==> config.mk <==
export PLATFORM = sky130hd
export DESIGN_NAME = actor_mover_flat
export DESIGN_NICKNAME = d
export VERILOG_FILES = /design/src/rtl/actor_mover_if.sv /design/src/rtl/actor_mover.sv /design/src/flat_wrapper.sv
export SDC_FILE = /design/constraint.sdc
export NUM_CORES = 1
export LEC_CHECK = 0
export ABC_AREA = 1
export BUFFER_PORTS_ARGS = -buffer_cell sky130_fd_sc_hd__buf_2
export CAP_MARGIN = 20
export CORE_ASPECT_RATIO = 1.75
export CORE_MARGIN = 3
export CORE_UTILIZATION = 50
export DETAILED_ROUTE_END_ITERATION = 8
export PLACE_DENSITY = 0.73
export SLEW_MARGIN = 20
export SYNTH_ARGS = -nofsm -noshare
export SYNTH_HDL_FRONTEND = slang
export SYNTH_SLANG_ARGS = --single-unit
==> constraint.sdc <==
create_clock -name CLOCK_25 -period 4.3 [get_ports CLOCK_25]
set_input_delay 0.215 -clock CLOCK_25 [delete_from_list [all_inputs] [get_ports CLOCK_25]]
set_output_delay 0.215 -clock CLOCK_25 [all_outputs]
set_load 0.02 [all_outputs]
==> src/rtl/actor_mover_if.sv <==
// Collision-probe handshake between the actor mover (master) and the
// collision lookup (slave). The lookup answers each request with ack and hit.
interface actor_mover_if;
  logic       probe_req;
  logic [9:0] probe_x;
  logic [9:0] probe_y;
  logic       probe_ack;
  logic       probe_hit;

  modport master (
    output probe_req, probe_x, probe_y,
    input  probe_ack, probe_hit
  );

  modport slave (
    input  probe_req, probe_x, probe_y,
    output probe_ack, probe_hit
  );
endinterface

==> src/rtl/actor_mover.sv <==
// Button-driven sprite mover: owns the sprite position and room coordinates,
// steps once per TICK_DIV held cycles, checks collisions and flips rooms at edges.
module actor_mover #(
  parameter int TICK_DIV = 150000,
  parameter int STEP     = 1,
  parameter int X_MIN    = 128,
  parameter int X_MAX    = 768,
  parameter int Y_MIN    = 35,
  parameter int Y_MAX    = 515,
  parameter int SPR      = 16,
  parameter int MAP_W    = 4,
  parameter int MAP_H    = 4,
  parameter int START_X  = 439,
  parameter int START_Y  = 266,
  parameter int START_MX = 1,
  parameter int START_MY = 1,
  parameter int PROBE_TO = 15
) (
  input  logic          CLOCK_25,
  input  logic          reset,
  input  logic          i_btn_up,
  input  logic          i_btn_down,
  input  logic          i_btn_left,
  input  logic          i_btn_right,
  actor_mover_if.master probe,
  output logic [9:0]    o_x_pos,
  output logic [9:0]    o_y_pos,
  output logic [2:0]    o_map_x,
  output logic [2:0]    o_map_y,
  output logic [1:0]    o_facing,
  output logic          o_moving,
  output logic          o_room_changed
);

  localparam int TW = $clog2(TICK_DIV);
  localparam int PW = $clog2(PROBE_TO + 1);

  localparam logic [TW-1:0] TICK_LAST  = TW'(TICK_DIV - 1);
  localparam logic [PW-1:0] PROBE_LAST = PW'(PROBE_TO - 1);

  localparam logic [9:0] STP = 10'(STEP);
  localparam logic [9:0] XLO = 10'(X_MIN);
  localparam logic [9:0] XHI = 10'(X_MAX - SPR);
  localparam logic [9:0] YLO = 10'(Y_MIN);
  localparam logic [9:0] YHI = 10'(Y_MAX - SPR);

  localparam logic [2:0] MX_LAST = 3'(MAP_W - 1);
  localparam logic [2:0] MY_LAST = 3'(MAP_H - 1);

  localparam logic [1:0] D_UP    = 2'd0;
  localparam logic [1:0] D_DOWN  = 2'd1;
  localparam logic [1:0] D_LEFT  = 2'd2;
  localparam logic [1:0] D_RIGHT = 2'd3;

  typedef enum logic [1:0] {
    S_IDLE,
    S_HOLD,
    S_PROBE,
    S_COMMIT
  } state_t;

  state_t        r_state;
  state_t        w_state_nxt;

  logic [TW-1:0] r_tick;
  logic [PW-1:0] r_pcnt;
  logic [9:0]    r_x;
  logic [9:0]    r_y;
  logic [9:0]    r_cand_x;
  logic [9:0]    r_cand_y;
  logic [2:0]    r_mx;
  logic [2:0]    r_my;
  logic [1:0]    r_facing;
  logic          r_room_changed;

  logic [3:0]    w_pressed;
  logic          w_held;
  logic [1:0]    w_new_dir;

  logic          w_edge;
  logic          w_neighbour;
  logic [9:0]    w_cand_x;
  logic [9:0]    w_cand_y;
  logic [9:0]    w_jump_x;
  logic [9:0]    w_jump_y;
  logic [2:0]    w_jump_mx;
  logic [2:0]    w_jump_my;

  logic          w_latch;
  logic          w_tick_clr;
  logic          w_tick_inc;
  logic          w_load_cand;
  logic          w_jump;
  logic          w_pcnt_clr;
  logic          w_pcnt_inc;
  logic          w_commit;

  // Buttons are active-low and assumed debounced/synchronised upstream.
  // The vector is indexed by direction code so the latched facing selects its button.
  assign w_pressed = {~i_btn_right, ~i_btn_left, ~i_btn_down, ~i_btn_up};
  assign w_held    = w_pressed[r_facing];

  always_comb begin
    w_new_dir = D_RIGHT;
    if (w_pressed[D_LEFT])      w_new_dir = D_LEFT;
    else if (w_pressed[D_DOWN]) w_new_dir = D_DOWN;
    else if (w_pressed[D_UP])   w_new_dir = D_UP;
  end

  // Edge tests compare before subtracting so an underflowed value never reaches a register.
  always_comb begin
    w_edge      = 1'b0;
    w_neighbour = 1'b0;
    w_cand_x    = r_x;
    w_cand_y    = r_y;
    w_jump_x    = r_x;
    w_jump_y    = r_y;
    w_jump_mx   = r_mx;
    w_jump_my   = r_my;
    unique case (r_facing)
      D_UP: begin
        w_edge      = (r_y < (YLO + STP));
        w_neighbour = (r_my != 3'd0);
        w_cand_y    = r_y - STP;
        w_jump_y    = YHI;
        w_jump_my   = r_my - 3'd1;
      end
      D_DOWN: begin
        w_edge      = (({1'b0, r_y} + {1'b0, STP}) > {1'b0, YHI});
        w_neighbour = (r_my != MY_LAST);
        w_cand_y    = r_y + STP;
        w_jump_y    = YLO;
        w_jump_my   = r_my + 3'd1;
      end
      D_LEFT: begin
        w_edge      = (r_x < (XLO + STP));
        w_neighbour = (r_mx != 3'd0);
        w_cand_x    = r_x - STP;
        w_jump_x    = XHI;
        w_jump_mx   = r_mx - 3'd1;
      end
      D_RIGHT: begin
        w_edge      = (({1'b0, r_x} + {1'b0, STP}) > {1'b0, XHI});
        w_neighbour = (r_mx != MX_LAST);
        w_cand_x    = r_x + STP;
        w_jump_x    = XLO;
        w_jump_mx   = r_mx + 3'd1;
      end
    endcase
  end

  always_comb begin
    w_state_nxt = r_state;
    w_latch     = 1'b0;
    w_tick_clr  = 1'b0;
    w_tick_inc  = 1'b0;
    w_load_cand = 1'b0;
    w_jump      = 1'b0;
    w_pcnt_clr  = 1'b0;
    w_pcnt_inc  = 1'b0;
    w_commit    = 1'b0;
    case (r_state)
      S_IDLE: begin
        if (|w_pressed) begin
          w_latch     = 1'b1;
          w_tick_clr  = 1'b1;
          w_state_nxt = S_HOLD;
        end
      end
      S_HOLD: begin
        if (!w_held) begin
          w_state_nxt = S_IDLE;
        end else if (r_tick == TICK_LAST) begin
          w_tick_clr = 1'b1;
          if (!w_edge) begin
            w_load_cand = 1'b1;
            w_pcnt_clr  = 1'b1;
            w_state_nxt = S_PROBE;
          end else if (w_neighbour) begin
            w_jump = 1'b1;
          end
        end else begin
          w_tick_inc = 1'b1;
        end
      end
      // Button release is deliberately not looked at here; it is honoured after the probe.
      S_PROBE: begin
        if (probe.probe_ack) begin
          w_state_nxt = probe.probe_hit ? S_HOLD : S_COMMIT;
        end else if (r_pcnt == PROBE_LAST) begin
          w_state_nxt = S_HOLD;
        end else begin
          w_pcnt_inc = 1'b1;
        end
      end
      S_COMMIT: begin
        w_commit    = 1'b1;
        w_state_nxt = w_held ? S_HOLD : S_IDLE;
      end
      default: w_state_nxt = S_IDLE;
    endcase
  end

  always_ff @(posedge CLOCK_25 or posedge reset) begin
    if (reset) r_state <= S_IDLE;
    else       r_state <= w_state_nxt;
  end

  always_ff @(posedge CLOCK_25 or posedge reset) begin
    if (reset) begin
      r_tick         <= '0;
      r_pcnt         <= '0;
      r_facing       <= D_DOWN;
      r_x            <= 10'(START_X);
      r_y            <= 10'(START_Y);
      r_mx           <= 3'(START_MX);
      r_my           <= 3'(START_MY);
      r_room_changed <= 1'b0;
    end else begin
      r_room_changed <= w_jump;
      if (w_tick_clr)      r_tick <= '0;
      else if (w_tick_inc) r_tick <= r_tick + TW'(1);
      if (w_pcnt_clr)      r_pcnt <= '0;
      else if (w_pcnt_inc) r_pcnt <= r_pcnt + PW'(1);
      if (w_latch) r_facing <= w_new_dir;
      if (w_jump) begin
        r_x  <= w_jump_x;
        r_y  <= w_jump_y;
        r_mx <= w_jump_mx;
        r_my <= w_jump_my;
      end else if (w_commit) begin
        r_x <= r_cand_x;
        r_y <= r_cand_y;
      end
    end
  end

  // Candidate is pure data: only meaningful while a probe is outstanding.
  always_ff @(posedge CLOCK_25) begin
    if (w_load_cand) begin
      r_cand_x <= w_cand_x;
      r_cand_y <= w_cand_y;
    end
  end

  assign probe.probe_req = (r_state == S_PROBE);
  assign probe.probe_x   = r_cand_x;
  assign probe.probe_y   = r_cand_y;

  assign o_x_pos        = r_x;
  assign o_y_pos        = r_y;
  assign o_map_x        = r_mx;
  assign o_map_y        = r_my;
  assign o_facing       = r_facing;
  assign o_moving       = (r_state != S_IDLE);
  assign o_room_changed = r_room_changed;

endmodule

==> src/flat_wrapper.sv <==
// flat-port wrapper written by rule: the top's interface ports become plain ports
module actor_mover_flat 
#(
  parameter int TICK_DIV = 150000,
  parameter int STEP     = 1,
  parameter int X_MIN    = 128,
  parameter int X_MAX    = 768,
  parameter int Y_MIN    = 35,
  parameter int Y_MAX    = 515,
  parameter int SPR      = 16,
  parameter int MAP_W    = 4,
  parameter int MAP_H    = 4,
  parameter int START_X  = 439,
  parameter int START_Y  = 266,
  parameter int START_MX = 1,
  parameter int START_MY = 1,
  parameter int PROBE_TO = 15
)
  (CLOCK_25, reset, i_btn_up, i_btn_down, i_btn_left, i_btn_right, o_x_pos, o_y_pos, o_map_x, o_map_y, o_facing, o_moving, o_room_changed, probe_probe_req, probe_probe_x, probe_probe_y, probe_probe_ack, probe_probe_hit);
  actor_mover_if probe_i ();
  input  logic CLOCK_25;
  input  logic reset;
  input  logic i_btn_up;
  input  logic i_btn_down;
  input  logic i_btn_left;
  input  logic i_btn_right;
  output logic [9:0] o_x_pos;
  output logic [9:0] o_y_pos;
  output logic [2:0] o_map_x;
  output logic [2:0] o_map_y;
  output logic [1:0] o_facing;
  output logic o_moving;
  output logic o_room_changed;
  output wire logic [$bits(probe_i.probe_req)-1:0] probe_probe_req;
  output wire logic [$bits(probe_i.probe_x)-1:0] probe_probe_x;
  output wire logic [$bits(probe_i.probe_y)-1:0] probe_probe_y;
  input wire logic [$bits(probe_i.probe_ack)-1:0] probe_probe_ack;
  input wire logic [$bits(probe_i.probe_hit)-1:0] probe_probe_hit;
  assign probe_probe_req = probe_i.probe_req;
  assign probe_probe_x = probe_i.probe_x;
  assign probe_probe_y = probe_i.probe_y;
  assign probe_i.probe_ack = probe_probe_ack;
  assign probe_i.probe_hit = probe_probe_hit;
  actor_mover #(.TICK_DIV(TICK_DIV), .STEP(STEP), .X_MIN(X_MIN), .X_MAX(X_MAX), .Y_MIN(Y_MIN), .Y_MAX(Y_MAX), .SPR(SPR), .MAP_W(MAP_W), .MAP_H(MAP_H), .START_X(START_X), .START_Y(START_Y), .START_MX(START_MX), .START_MY(START_MY), .PROBE_TO(PROBE_TO)) u_core (.CLOCK_25(CLOCK_25), .reset(reset), .i_btn_up(i_btn_up), .i_btn_down(i_btn_down), .i_btn_left(i_btn_left), .i_btn_right(i_btn_right), .probe(probe_i), .o_x_pos(o_x_pos), .o_y_pos(o_y_pos), .o_map_x(o_map_x), .o_map_y(o_map_y), .o_facing(o_facing), .o_moving(o_moving), .o_room_changed(o_room_changed));
endmodule
# Word-level counts from Yosys, hierarchy flattened
# Cells that the tools add are included.
[totals]
ff_bits = 73
latchBits = 0
mem_bits_rw = 0
mem_bits_ro = 0
inputBits = 8
mem_count = 0
[classes]
add_sub_neg = 12
mul = 0
n_div = 0
n_lt_le_gt_ge = 5
eq_ne = 16
shifts = 0
muxes = 51
n_bitwise = 4
n_reduce_logical = 16
[op_table]
columns = ["op", "n"]
rows = [
  ["case mux 10 bit (2 select lines)", 4],
  ["2-to-1 mux 10 bit", 4],
  ["2-to-1 mux 18 bit", 2],
  ["adder 10 x 1 -> 11 bit (second input constant)", 2],
  ["2-to-1 mux 1 bit", 22],
  ["adder 10 x 1 -> 10 bit (second input constant)", 2],
  ["2-to-1 mux 2 bit", 10],
  ["subtractor 10 x 1 -> 10 bit (second input constant)", 2],
  ["adder 18 x 1 -> 18 bit (second input constant)", 1],
  ["equality test 18 bit (second input constant)", 1],
  ["!= test 3 bit (second input constant)", 4],
  ["case mux 3 bit (2 select lines)", 2],
  ["nonzero test 2 bit", 6],
  ["> comparator 11 x 10 -> 1 bit (second input constant)", 1],
  ["> comparator 11 x 9 -> 1 bit (second input constant)", 1],
  ["< comparator 10 x 6 -> 1 bit (second input constant)", 1],
  ["< comparator 10 x 8 -> 1 bit (second input constant)", 1],
  ["equality test 2 bit (second input constant)", 4],
  ["2-to-1 mux 4 bit", 2],
  ["case mux 1 bit (4 select lines)", 2],
  ["case mux 2 bit (4 select lines)", 1],
  ["AND reduction 2 bit", 4],
  ["adder 3 x 1 -> 3 bit (second input constant)", 2],
  ["!= test 3 x 2 -> 1 bit (second input constant)", 2],
  ["other kinds (14)", 21],
]

# Longest topological paths before layout
[depth]
depth_word = 9
ltp_mapped = 18
depth_no_buf = 16

# Worst setup path after synthesis
# OpenSTA, ideal clock, no wires.
[synth_path]
path_type = "register to register"
from = "reg u_core.r_y[0], in the netlist u_core.o_y_pos[0]"
to = "reg u_core.r_cand_x[0], in the netlist u_core.probe.probe_x[0], enable pin"
setup_ps = 403
t_arrival_ps = 2589
t_required_ps = 3897
setup_slack_ps = 1309
stages_incl_launch_ff = 14
n_path_buf = 1
cell_sequence = "dfrtp_1 > buf_2 > inv_1 > ha_1 > nor2_1 > nand2_1 > nand2_1 > o21ai_0 > nand2_1 > nand3_1 > nand2_1 > nand2_1 > a21boi_0 > nor2_1"
[synth_via]
elab_chain_cells = 7
word_cells_on_any_way = 8
classes_between = "1 x add/sub; 2 x order compare; 5 x mux"
[synth_rtl]
columns = ["element", "line", "source"]
rows = [
  ["start, declared", "actor_mover.sv:68", "logic [9:0] r_y;"],
  ["start signal, assigned", "actor_mover.sv:215", "r_y <= 10'(START_Y);"],
  ["start signal, assigned", "actor_mover.sv:228", "r_y <= w_jump_y;"],
  ["start signal, assigned", "actor_mover.sv:233", "r_y <= r_cand_y;"],
  ["adder 10 x 1 -> 11 bit", "actor_mover.sv:129", "w_edge = (({1'b0, r_y} + {1'b0, STP}) > {1'b0, YHI});"],
  ["> comparator 11 x 9 -> 1 bit", "actor_mover.sv:129", ""],
  ["case mux 1 bit (4 select lines) *", "actor_mover.sv:120", "unique case (r_facing)"],
  ["2-to-1 mux 1 bit *", "actor_mover.sv:175", "if (!w_edge) begin"],
  ["2-to-1 mux 1 bit *", "actor_mover.sv:173", "end else if (r_tick == TICK_LAST) begin"],
  ["2-to-1 mux 1 bit *", "actor_mover.sv:171", "if (!w_held) begin"],
  ["2-to-1 mux 1 bit *", "actor_mover.sv:162", "case (r_state)"],
  ["named net u_core.w_load_cand", "actor_mover.sv:92", "logic w_load_cand;"],
  ["end signal, assigned", "actor_mover.sv:241", "r_cand_x <= w_cand_x;"],
  ["end, declared", "actor_mover.sv:69", "logic [9:0] r_cand_x;"],
]
# Mark *: on every way through the listed nets, which the timed path passes. The rest lies on a longest branch.
# A chain may end at the register's enable or synchronous reset.

# Final worst setup path
[layout_path]
from = "reg u_core.r_facing[1], in the netlist u_core.o_facing[1]"
to = "reg u_core.r_cand_x[8], in the netlist u_core.probe.probe_x[8] (data pin)"
[layout_via]
elab_chain_cells = 2
word_cells_on_any_way = 3
classes_between = "2 x eq/ne; 1 x mux"
[layout_rtl]
columns = ["element", "line", "source"]
rows = [
  ["start, declared", "actor_mover.sv:73", "logic [1:0] r_facing;"],
  ["start signal, assigned", "actor_mover.sv:225", "if (w_latch) r_facing <= w_new_dir;"],
  ["equality test 2 bit", "actor_mover.sv:120", ""],
  ["case mux 10 bit (2 select lines) *", "actor_mover.sv:120", ""],
  ["named net u_core.w_cand_x[8]", "actor_mover.sv:82", "logic [9:0] w_cand_x;"],
]
# Marked as above.

==> results_dict.tcl <==
set metrics [dict create \
    tightest_slew_ns 0.831 \
    ios 59 \
    root_buffer "clkbuf_16" \
    layout_common_cells "nand2_1 (170), inv_1 (65), buf_2 (58)" \
    period_minus_slack_ns 3.38 \
    avgViaCountPerCell 5.41 \
    post_cts_buffers 0 \
    setup_viol 0 \
    slew_headroom_pct 44.6 \
    crit_path_start "u_core.o_facing[1]$_DFFE_PP0P_" \
    synth_nets 635 \
    cts_tree "yes" \
    grt_pass1_wl_um 19800 \
    synthToLayoutAreaGrowth_pct 15.4 \
    fmax_mhz 296 \
    clkTransAtPathRegs_ns 0.06 \
    rsz0062_at_grt "false" \
    hold_path.class "primary input to async pin" \
    synth_edf_count 20 \
    final_common_cell "nand2_1" \
    multi_input_area_um2 2400 \
    reg2reg_setup_slack_ns 0.92 \
    insertion_delay_ns 0.34 \
    grt_max_degree 54 \
    ctsResizeCount 0 \
    core_um2 9090 \
    drc 0 \
    endpoint_kind "flop" \
    die_h_um 134 \
    port_buffers 58 \
    cts.sinks 73 \
    fin_nets 694 \
    wl_per_cell_um 15.4 \
    netlist_area_um2 4670 \
    syn_avg_cell_area_um2 7.75 \
    antennaDiodeCount 0 \
    drtIter0Drc 277 \
    synth_warnings 0 \
    cts_max_level 3 \
    drt_wl_total_um 12100 \
    critical_path_required_ns 4.39 \
    globalRouteTotalUtil_pct 23.7 \
    cts-buffers-inserted 9 \
    vias 4255 \
    rr_worst_depth 12 \
    firstDrtPassIters 5 \
    dp_cells 770 \
    yosysSeqAreaShare_pct 41.6 \
    outcome "completed" \
    slew_viol_final 0 \
    n_fill_cell 862 \
    drv_cap 0 \
    gr-total-overflow 0 \
    rr_startpoint "u_core.o_facing[1]$_DFFE_PP0P_" \
    final_layout_size_suffix_gt1_share_pct 16.5 \
    dieWidth_um 79.0 \
    p_leak_nw 2.57 \
    synth_ff_type "dfrtp_1" \
    dieArea_um2 10600 \
    grt_pass1_vias 4238 \
    crit_path_start_kind "flop" \
    crit_end "u_core.probe.probe_x[8]$_DFFE_PP_" \
    antenna_found_initial 0 \
    fin_crit_sh_pct 78.6 \
    instances_no_fill 786 \
    syn_inst 602 \
    crit_type "flop to flop" \
    ir_drop_uv 340 \
    ant_nets 0 \
    layout.area.seq_um2 1940 \
    clock-skew-final_ns 0.00659 \
    hold_violations 0 \
    gp_congestion 0.883 \
    cp_max_fo 23 \
    async_flop_share_pct 72.6 \
    fin_setup_tns_ns 0 \
    num_rows 46 \
    hpwl_um 8970 \
    initial_core_util_pct 51.3 \
    worstPathArrival_ns 3.47 \
    clockBufferDepth 2 \
    p_per_area_nw_per_um2 742 \
    r2r-end "u_core.probe.probe_x[8]$_DFFE_PP_" \
    synth_cell_types 42 \
    synth_seq_cells 73 \
    cts_hold_buf 0 \
]
-- cells in the mapped netlist, types with 11 or more instances --
cell type    n  area, um2
dfstp_2     13        342
nand4_1     11       68.8
a21oi_1     22        110
ha_1        21        263
dfrtp_1     40       1000
nor3_1      20        100
nand2_1    170        638
nor2_1      50        188
edfxtp_1    20        601
o21ai_0     37        185
nand3_1     52        260
inv_1       66        248
-- through the flow --
| step | util [%] | total power, mW | hold slack, ns | cell area, um2 | setup slack, ns |
|---|---|---|---|---|---|
| 5_1_grt | 59.2 | 4.31 | 0.113 | 5390 | 0.644 |
| 3_5_place_dp | 55.7 | 3.17 | 0.450 | 5060 | 0.974 |
| 2_1_floorplan | - | 2.65 | 0.311 | 4670 | 1.31 |
| 6_report | 59.2 | 4.00 | 0.0630 | 5390 | 0.921 |
| 3_3_place_gp | 55.7 | 3.11 | 0.441 | 5060 | 1.09 |
| 4_1_cts | 59.2 | 4.00 | 0.0867 | 5380 | 0.970 |
-- sequential cells by signal (all words and copies together) (netlist names) --
| register | cells |
|---|---|
| u_core.r_tick | 18 |
| u_core.o_x_pos | 10 |
| u_core.o_y_pos | 10 |
| u_core.probe.probe_x | 10 |
| u_core.probe.probe_y | 10 |
| u_core.r_pcnt | 4 |
| u_core.o_map_x | 3 |
| u_core.o_map_y | 3 |
| u_core.o_facing | 2 |
| u_core.r_state | 2 |
| u_core.o_room_changed | 1 |
-- cell families after synthesis --
logic type / after synthesis / share of synthesized area (%)
xor gates and xnor gates: 13 / 2.44
AOI/OAI and AO/OA: 85 / 10.2
adders and majority gates: 25 / 7.35
DFF: 73 / 41.6
buffers and inverters: 81 / 7.03
and+or+nand+nor: 325 / 31.3
-- layer usage --
layer | GRT usage (%) | routed length, um
met1 | 24.9 | 4540
met5 | 0 | 0
met3 | 4.17 | 522
met2 | 45.4 | 6720
met4 | 9.66 | 333
-- critical path, cell delays in order (launching register included) --
cell      delay, ns
dfrtp_1        0.88
nand2_1        0.61
ha_1           0.53
a21oi_1        0.17
nand2_1        0.09
nand2_1        0.08
nand2_1        0.05
a21oi_1        0.17
nor2_1         0.07
o21ai_0        0.22
nand3b_1       0.11
nand3_1        0.09
nand2_1        0.06
-- where the power goes --
part	internal [mW]	switching [mW]	total, mW
Combinational	0.702	1.28	1.98
Sequential	0.955	0.247	1.20
Clock	0.510	0.302	0.812
-- worst min-delay path by stage --
stage / cells past startpoint / to / startpoint / slack, ns
after floorplan: 1 / u_core.o_facing[1]$_DFFE_PP0P_ / i_btn_left / 0.31
after global placement: 2 / u_core.o_facing[1]$_DFFE_PP0P_ / i_btn_left / 0.44
after detailed placement: 2 / u_core.o_facing[1]$_DFFE_PP0P_ / i_btn_left / 0.45
after CTS: 3 / u_core.o_map_x[1]$_DFFE_PP0P_ / reset / 0.09
after global routing: 2 / u_core.o_facing[1]$_DFFE_PP0P_ / i_btn_left / 0.11
final: 3 / u_core.r_tick[1]$_DFFE_PP0P_ / reset / 0.06
-- cell type report --
type                    count  area share [%]
multi-input cells         448            44.6
well taps                 120            2.79
flip-flops and latches     73            36.1
repair buffers             62            5.95
clock buffers              10            4.25
inverters                  67            4.67
clock inverters             6            1.70
No activity file was read; power rests on OpenSTA's default activity.
